--- src/rtl/wb_stage_buf.sv ---
// Elastic DEPTH-entry writeback buffer between MEM and the register-file write port.
// Valid/ready on both sides, global rdy freeze, synchronous flush and a forwarding query.
module wb_stage_buf #(
  parameter int DATA_W = 32,
  parameter int ADDR_W = 5,
  parameter int DEPTH  = 2,
  localparam int CNT_W = $clog2(DEPTH + 1)
) (
  input  logic              clk,
  input  logic              rst,
  input  logic              rdy,
  input  logic              flush,
  input  logic              in_valid,
  output logic              in_ready,
  input  logic [DATA_W-1:0] in_data,
  input  logic [ADDR_W-1:0] in_addr,
  input  logic              in_wen,
  output logic              out_valid,
  input  logic              out_ready,
  output logic [DATA_W-1:0] out_data,
  output logic [ADDR_W-1:0] out_addr,
  output logic              out_wen,
  output logic [CNT_W-1:0]  occupancy,
  input  logic [ADDR_W-1:0] q_addr,
  output logic              q_hit,
  output logic [DATA_W-1:0] q_data
);

  localparam int PTR_W = $clog2(DEPTH);
  localparam logic [CNT_W-1:0] FULL = CNT_W'(DEPTH);

  logic [DATA_W-1:0] data_mem [DEPTH];
  logic [ADDR_W-1:0] addr_mem [DEPTH];
  logic              wen_mem  [DEPTH];

  logic [PTR_W-1:0] head, tail;
  logic [CNT_W-1:0] count;
  logic             push, pop;
  logic             fwd_hit;
  logic [DATA_W-1:0] fwd_data;

  // No pass-through: a full buffer refuses even when the head pops this cycle,
  // which keeps out_ready off the in_ready path.
  assign in_ready  = rdy & ~rst & (count != FULL);
  assign out_valid = rdy & ~rst & (count != '0);
  assign out_data  = rst ? '0 : data_mem[head];
  assign out_addr  = rst ? '0 : addr_mem[head];
  assign out_wen   = rst ? 1'b0 : wen_mem[head];
  assign occupancy = rst ? '0 : count;

  assign push = in_valid & in_ready;
  assign pop  = out_valid & out_ready;

  // NOTE: non-blocking assignments here so every register samples pre-edge values.
  always_ff @(posedge clk) begin
    if (rst) begin
      head  <= '0;
      tail  <= '0;
      count <= '0;
      // NOTE: storage is explicitly zeroed on reset so the head outputs read 0 afterwards.
      for (int i = 0; i < DEPTH; i++) begin
        data_mem[i] <= '0;
        addr_mem[i] <= '0;
        wen_mem[i]  <= 1'b0;
      end
    end else if (rdy) begin
      if (flush) begin
        head  <= '0;
        tail  <= '0;
        count <= '0;
      end else begin
        if (push) begin
          data_mem[tail] <= in_data;
          addr_mem[tail] <= in_addr;
          wen_mem[tail]  <= in_wen & (in_addr != '0);
          tail           <= tail + PTR_W'(1);
        end
        if (pop) begin
          head <= head + PTR_W'(1);
        end
        case ({push, pop})
          2'b10:   count <= count + CNT_W'(1);
          2'b01:   count <= count - CNT_W'(1);
          default: count <= count;
        endcase
      end
    end
  end

  // Scan from oldest to youngest so the last match wins.
  always_comb begin
    // NOTE: defaults first so no path through the loop leaves a latch behind.
    fwd_hit  = 1'b0;
    fwd_data = '0;
    for (int i = 0; i < DEPTH; i++) begin
      logic [PTR_W-1:0] idx;
      idx = head + PTR_W'(i);
      if ((CNT_W'(i) < count) && wen_mem[idx] && (addr_mem[idx] == q_addr)) begin
        fwd_hit  = 1'b1;
        fwd_data = data_mem[idx];
      end
    end
  end

  assign q_hit  = ~rst & (q_addr != '0) & fwd_hit;
  assign q_data = q_hit ? fwd_data : '0;

endmodule

--- config.mk ---
export PLATFORM = sky130hd
export DESIGN_NAME = wb_stage_buf
export DESIGN_NICKNAME = d
export VERILOG_FILES = /design/src/rtl/wb_stage_buf.sv
export SDC_FILE = /design/constraint.sdc
export NUM_CORES = 1
export LEC_CHECK = 0
export ABC_AREA = 1
export BUFFER_PORTS_ARGS = -buffer_cell sky130_fd_sc_hd__buf_2
export CAP_MARGIN = 25
export CORE_MARGIN = 10
export CORE_UTILIZATION = 26
export DETAILED_ROUTE_END_ITERATION = 8
export SLEW_MARGIN = 20
export SYNTH_ARGS = -nofsm -noshare
export SYNTH_HDL_FRONTEND = slang
export SYNTH_SLANG_ARGS = --single-unit
--- constraint.sdc ---
create_clock -name clk -period 3.6 [get_ports clk]
set_input_delay 0.54 -clock clk [delete_from_list [all_inputs] [get_ports clk]]
set_output_delay 0.54 -clock clk [all_outputs]
set_load 0.05 [all_outputs]
# Yosys cells after proc, flatten, opt, wreduce, memory -nomap -nowiden
# Memory sizes are Yosys's and may differ from the RTL's. A register that Yosys moved wholly into a read port is not among the register bits.
# Cells that the tools add are included.
# W data, S select, Z words.
[op_classes] n_addsub=4 order_cmp=2 eq_ne=5 n_mux=37 bitwise=9 n_reduce_logical=16
[op_table] cell="$mux W32" count=5
[op_table] cell="$reduce_or A32 Y1" count=1
[op_table] cell="$mux W1" count=27
[op_table] cell="$eq A5 B5 Y1" count=2
[op_table] cell="$mux W5" count=2
[op_table] cell="$reduce_bool A5 Y1" count=2
[op_table] cell="$and A1 B1 Y1" count=8
[op_table] cell="$reduce_and A2 Y1" count=3
[op_table] cell="$reduce_bool A2 Y1" count=3
[op_table] cell="$reduce_or A5 Y1" count=1
[op_table] cell="$logic_and A1 B1 Y1" count=4
[op_table] cell="$lt A1 B2 Y1 const A" count=2
[op_table] cell="$mux W2" count=2
[op_table] cell="$pmux W2 S2" count=1
[op_table] cell="$reduce_bool A3 Y1" count=1
[op_table] cell="$add A1 B1 Y1 const B" count=2
[op_table] cell="$add A2 B1 Y2 const B" count=1
[op_table] cell="$eq A2 B1 Y1 const B" count=1
[op_table] cell="$eq A2 B2 Y1 const B" count=1
[op_table] cell="$ne A2 B2 Y1 const B" count=1
[op_table] cell="$sub A2 B1 Y2 const B" count=1
[op_table] cell="$not A1 Y1" count=1
[op_table] cell="$reduce_or A1 Y1" count=1
[word_totals] reg_bits=4 ram_bits=76 inputBits=49 out_inout_bits=75 n_memories=3
[mem_list] name="data_mem" words=2 width=32 rd=2 rd_ports_with_merged_regs=1 wr=2 line="32" text="logic [DATA_W-1:0] data_mem [DEPTH];"
[mem_list] name="addr_mem" words=2 width=5 rd=2 rd_ports_with_merged_regs=1 wr=2 line="33" text="logic [ADDR_W-1:0] addr_mem [DEPTH];"
[mem_list] name="wen_mem" words=2 width=1 rd=2 rd_ports_with_merged_regs=1 wr=2 line="34" text="logic wen_mem [DEPTH];"

# Depth between registers and ports, before layout
[depth] word_depth=11 ltp_mapped=12 depth_no_buf=11

# Worst setup path before layout
# No wires, ideal clock.
[synth_timing] path_type="in2reg" start="in rst" end="mem addr_mem[1][0] (enable)" setup_ns=0.396 arrival_ns=2.317 required_time_ns=3.204 slack_ns=0.887 stages=8 n_path_buf=3 path_cell_list="clkbuf_1 -> inv_2 -> nand2_1 -> nor3_2 -> nand3_1 -> buf_2 -> buf_2 -> nand2_1"
[synth_lines] element="from (decl)" line="10" text="input logic rst,"
[synth_lines] element="to (decl)" line="33"

# Worst setup path in the final report
[layout_timing] start="reg count[1]" end="out q_data[25]"
[layout_between] elab_chain_cells=7 word_cells_on_any_way=12 cone_classes="order compare (2); mux (5); bitwise (1); reduce/logical (4)"
[layout_lines] element="from (decl)" line="37" text="logic [CNT_W-1:0] count;"
[layout_lines] element="from (signal assigned)" line="82" text="2'b10: count <= count + CNT_W'(1);"
[layout_lines] element="from (signal assigned)" line="83" text="2'b01: count <= count - CNT_W'(1);"
[layout_lines] element="from (signal assigned)" line="84" text="default: count <= count;"
[layout_lines] element="$lt A1 B2 Y1" line="98" text="if ((CNT_W'(i) < count) && wen_mem[idx] && (addr_mem[idx] == q_addr)) begin"
[layout_lines] element="$logic_and A1 B1 Y1 (2 in a row)" line="98"
[layout_lines] element="$mux W1 (2 in a row)" line="98"
[layout_lines] element="$and A1 B1 Y1" line="105" text="assign q_hit = ~rst & (q_addr != '0) & fwd_hit;"
[layout_lines] element="$mux W32 (*)" line="106" text="assign q_data = q_hit ? fwd_data : '0;"
[layout_lines] element="to (decl)" line="26" text="output logic [DATA_W-1:0] q_data"
# Every way passes the cells marked *; elsewhere a longest branch is shown, timed or not.

==> impl_metrics.prom <==
# TYPE chip_impl_metric gauge
chip_impl_info{name="run_status",value="complete, no violations"} 1
chip_impl_info{name="cts_root_buf",value="sky130_fd_sc_hd__clkbuf_16"} 1
chip_impl_metric{name="pwr-share-seq",unit=""} 0.462
chip_impl_metric{name="power_switching",unit="W"} 0.000651
chip_impl_metric{name="grt_start_max_net_pins",unit=""} 44
chip_impl_metric{name="die_height",unit="um"} 163
chip_impl_metric{name="fmaxAchievable",unit="MHz"} 308
chip_impl_metric{name="grt_remaining_overflow",unit=""} 0
chip_impl_metric{name="antenna_violations_before_repair",unit=""} 0
chip_impl_metric{name="routed-via-count",unit=""} 5103
chip_impl_metric{name="clk_transition_reported_paths",unit="ps"} 60
chip_impl_metric{name="layout-area-overhead-vs-synth",unit="%"} 22.0
chip_impl_metric{name="floorplan.rows",unit=""} 52
chip_impl_metric{name="design.die.area",unit="um2"} 26500
chip_impl_metric{name="worst-slew-pin-transition",unit="ps"} 657
chip_impl_metric{name="clockPowerShare",unit=""} 0.378
chip_impl_metric{name="ys_seq_elements",unit=""} 81
chip_impl_metric{name="pwr_density_cell",unit="nW/um2"} 363
chip_impl_metric{name="port_buffers",unit=""} 123
chip_impl_metric{name="detail_route.first_pass.iterations",unit=""} 7
chip_impl_metric{name="synthesis.area",unit="um2"} 5290
chip_impl_info{name="hold_end",value="tail"} 1
chip_impl_metric{name="total_number_of_yosys_warnings",unit=""} 0
chip_impl_metric{name="globalplace.congestion",unit=""} 0.795
chip_impl_metric{name="placeableCoreArea",unit="um2"} 20100
chip_impl_metric{name="synth.lib_cells_used.distinct",unit=""} 25
chip_impl_metric{name="drt_wl_total",unit="mm"} 16.7
chip_impl_metric{name="hold_depth",unit=""} 2
chip_impl_metric{name="worst_path_fanout_max",unit=""} 32
chip_impl_metric{name="intPower",unit="W"} 0.00169
chip_impl_metric{name="io-pin-count",unit=""} 124
chip_impl_metric{name="sw_frac_of_total",unit=""} 0.277
chip_impl_metric{name="holdBufCountCts",unit=""} 0
chip_impl_metric{name="area_share_of_the_largest_cell_type_after_synthesis",unit=""} 0.431
chip_impl_metric{name="clkLatencyLatePin",unit="ps"} 340
chip_impl_metric{name="synth_fp_nets",unit=""} 808
chip_impl_metric{name="timing.reg2reg.worst_path_depth",unit=""} 6
chip_impl_metric{name="max-slew-margin-rel",unit=""} 0.561
chip_impl_metric{name="starting_density",unit=""} 0.263
chip_impl_metric{name="crit_arrival",unit="ps"} 2700
chip_impl_metric{name="fin_tns_setup",unit="ps"} 0
chip_impl_info{name="layout_commonest_cell",value="sky130_fd_sc_hd__nor2_1"} 1
chip_impl_metric{name="first_pass_grt_wire_length",unit="mm"} 27.1
chip_impl_metric{name="synth.yosys.seq_area_share",unit=""} 0.450
chip_impl_metric{name="avgSynthCellArea",unit="um2"} 7.00
chip_impl_metric{name="via_per_inst",unit=""} 4.52
chip_impl_metric{name="cts_resized",unit=""} 0
chip_impl_info{name="synth_flop_cell",value="sky130_fd_sc_hd__edfxtp_1"} 1
chip_impl_info{name="worstSetupPathType",value="flip-flop to primary output"} 1
chip_impl_info{name="synth_top_cells_by_area",value="sky130_fd_sc_hd__edfxtp_1, sky130_fd_sc_hd__nor2_1, sky130_fd_sc_hd__nand2_1, sky130_fd_sc_hd__inv_1, sky130_fd_sc_hd__o21ai_0"} 1
chip_impl_metric{name="timing.final.setup_violations",unit=""} 0
chip_impl_metric{name="r2r_slack",unit="ps"} 1270
chip_impl_metric{name="chipWidth",unit="um"} 163
chip_impl_metric{name="maxCapViolCount",unit=""} 0
chip_impl_metric{name="final_layout_net_count",unit=""} 907
chip_impl_metric{name="syn-instance-count",unit=""} 756
chip_impl_metric{name="antenna_cells",unit=""} 0
chip_impl_metric{name="async_reset_ff_frac",unit=""} 0
chip_impl_info{name="yosysTopAreaCell",value="sky130_fd_sc_hd__edfxtp_1"} 1
chip_impl_metric{name="ir_worst_vdd",unit="V"} 0.000200
chip_impl_metric{name="count_of_final_max_slew_check_failures",unit=""} 0
chip_impl_info{name="cts_tree",value="yes"} 1
chip_impl_metric{name="dp_wirelength",unit="mm"} 11.8
chip_impl_metric{name="fillers",unit=""} 2172
chip_impl_metric{name="synth_enable_flop_cells",unit=""} 76
chip_impl_metric{name="postRouteAntennaNets",unit=""} 0
chip_impl_metric{name="htree_num_levels",unit=""} 3
chip_impl_metric{name="tritoncts_num_sinks",unit=""} 81
chip_impl_metric{name="initialDrtViolationCount",unit=""} 312
chip_impl_metric{name="worst_ep_required_time",unit="ps"} 3060
chip_impl_metric{name="drive_gt1_frac",unit=""} 0.197
chip_impl_metric{name="comb_power_share",unit=""} 0.160
chip_impl_metric{name="tritoncts_buffers",unit=""} 9
chip_impl_info{name="cp-end-kind",value="primary output"} 1
chip_impl_metric{name="grtUsageTotal",unit=""} 0.128
chip_impl_metric{name="static_leakage",unit="nW"} 2.95
chip_impl_metric{name="wl_per_cell",unit="um"} 14.8
chip_impl_info{name="setup_crit_start_kind",value="flip-flop"} 1
chip_impl_metric{name="finalCritPeriodShare",unit=""} 0.901
chip_impl_metric{name="drt_drc_violations_left",unit=""} 0
chip_impl_info{name="r2r-start",value="count[0]"} 1
chip_impl_info{name="rsz_0062_raised_after_global_routing",value="false"} 1
chip_impl_metric{name="holdWs",unit="ps"} 501
chip_impl_info{name="final_cell_mix",value="sky130_fd_sc_hd__nor2_1, sky130_fd_sc_hd__nand2_1, sky130_fd_sc_hd__buf_2, sky130_fd_sc_hd__inv_1, sky130_fd_sc_hd__edfxtp_1"} 1
chip_impl_info{name="worst_hold_startpoint",value="tail"} 1
chip_impl_metric{name="skew",unit="ps"} 5.63
chip_impl_metric{name="clockBufferDepth",unit=""} 2
chip_impl_info{name="worst_hold_path_type",value="flip-flop to flip-flop"} 1
chip_impl_metric{name="vias_in_the_first_global_route",unit=""} 5130
chip_impl_metric{name="timing.final.crit_period",unit="ps"} 3240
chip_impl_info{name="rr_endpoint",value="data_mem[1][18]"} 1
chip_impl_metric{name="post-cts-setup-buffer-count",unit=""} 0
chip_impl_metric{name="report.final.hold_viol_count",unit=""} 0
flip-flops by register name, summed over array words and instances, names as in the netlist, named ones only:
| register | cells |
|---|---|
| count | 2 |
| data_mem | 64 |
| tail | 1 |
| addr_mem | 10 |
| head | 1 |
| wen_mem | 2 |
worst max-delay path by stage:
stage | to | from | slack (ps)
after floorplan | addr_mem[1][0] | rst | 890
after global placement | q_data[25] | count[1] | 730
after detailed placement | q_data[25] | count[1] | 690
after CTS | q_data[25] | count[1] | 320
after global routing | q_data[25] | count[1] | 90
final | q_data[25] | count[1] | 360
final cells by class:
| cell class | count | area (um2) | share of cell area |
|---|---|---|---|
| multi-input cells | 524 | 2300 | 0.356 |
| flip-flops and latches | 81 | 2380 | 0.369 |
| clock inverters | 6 | 58.8 | 0.00911 |
| repair buffers | 138 | 768 | 0.119 |
| clock buffers | 10 | 229 | 0.0355 |
| inverters | 101 | 382 | 0.0591 |
| well taps | 270 | 338 | 0.0523 |
synth_stat cells (5+ instances only):
cell type and number:
sky130_fd_sc_hd__nand4_1 33, sky130_fd_sc_hd__inv_1 97, sky130_fd_sc_hd__clkbuf_1 21, sky130_fd_sc_hd__a21oi_1 9, sky130_fd_sc_hd__buf_2 18, sky130_fd_sc_hd__nand3_1 47
sky130_fd_sc_hd__buf_4 5, sky130_fd_sc_hd__nor2_1 222, sky130_fd_sc_hd__dfxtp_1 5, sky130_fd_sc_hd__edfxtp_1 76, sky130_fd_sc_hd__nand2_1 131, sky130_fd_sc_hd__o21ai_0 67
metal layers:
metal / wire, um / global-route usage / vias up
li1: - / - / 2607
met1: 7430 / 0.156 / 2320
met2: 8230 / 0.223 / 153
met3: 742 / 0.0179 / 23
met4: 328 / 0.0480 / 0
met5: 0 / 0 / -
per-stage QoR:
stage               power [W]  std cells   util  worst slack (ps)  instance area (um2)
floorplan             0.00136        756      -               887                 5290
CTS                   0.00238       1130  0.321               318                 6460
finish                0.00234       1130  0.321               357                 6460
global placement      0.00148       1114  0.307               727                 6170
global route          0.00245       1130  0.321              89.8                 6460
detailed placement    0.00148       1114  0.307               693                 6170
power by group through the flow:
stage               Clock [W]  Sequential (W)  Combinational [W]
floorplan                   0         0.00110           0.000257
CTS                  0.000911         0.00108           0.000381
detailed placement          0         0.00110           0.000380
global placement            0         0.00110           0.000376
finish               0.000886         0.00108           0.000375
global route         0.000949         0.00109           0.000416
cell families (layout without fill, tap and decap cells):
kind of cell / count (synthesis) / count (layout) / share of synthesized area
flip-flops: 81 / 81 / 0.450
adder cells (fa/ha/maj): 3 / 3 / 0.00709
AND/OR/NAND/NOR: 444 / 444 / 0.350
buffers and inverters: 151 / 255 / 0.120
AO/OA/AOI/OAI: 77 / 77 / 0.0728
critical path, stage by stage (launching register included):
cell	delay, ps
sky130_fd_sc_hd__dfxtp_1	360
sky130_fd_sc_hd__inv_1	90
sky130_fd_sc_hd__ha_1	180
sky130_fd_sc_hd__inv_1	50
sky130_fd_sc_hd__nand2_1	50
sky130_fd_sc_hd__a21oi_1	170
sky130_fd_sc_hd__nand2_1	130
sky130_fd_sc_hd__nor2_4	110
sky130_fd_sc_hd__nand3_2	120
sky130_fd_sc_hd__inv_2	510
sky130_fd_sc_hd__nor2_1	110
sky130_fd_sc_hd__nor2_1	190
sky130_fd_sc_hd__buf_2	300
Note: power is estimated with default switching activity, not from simulation.
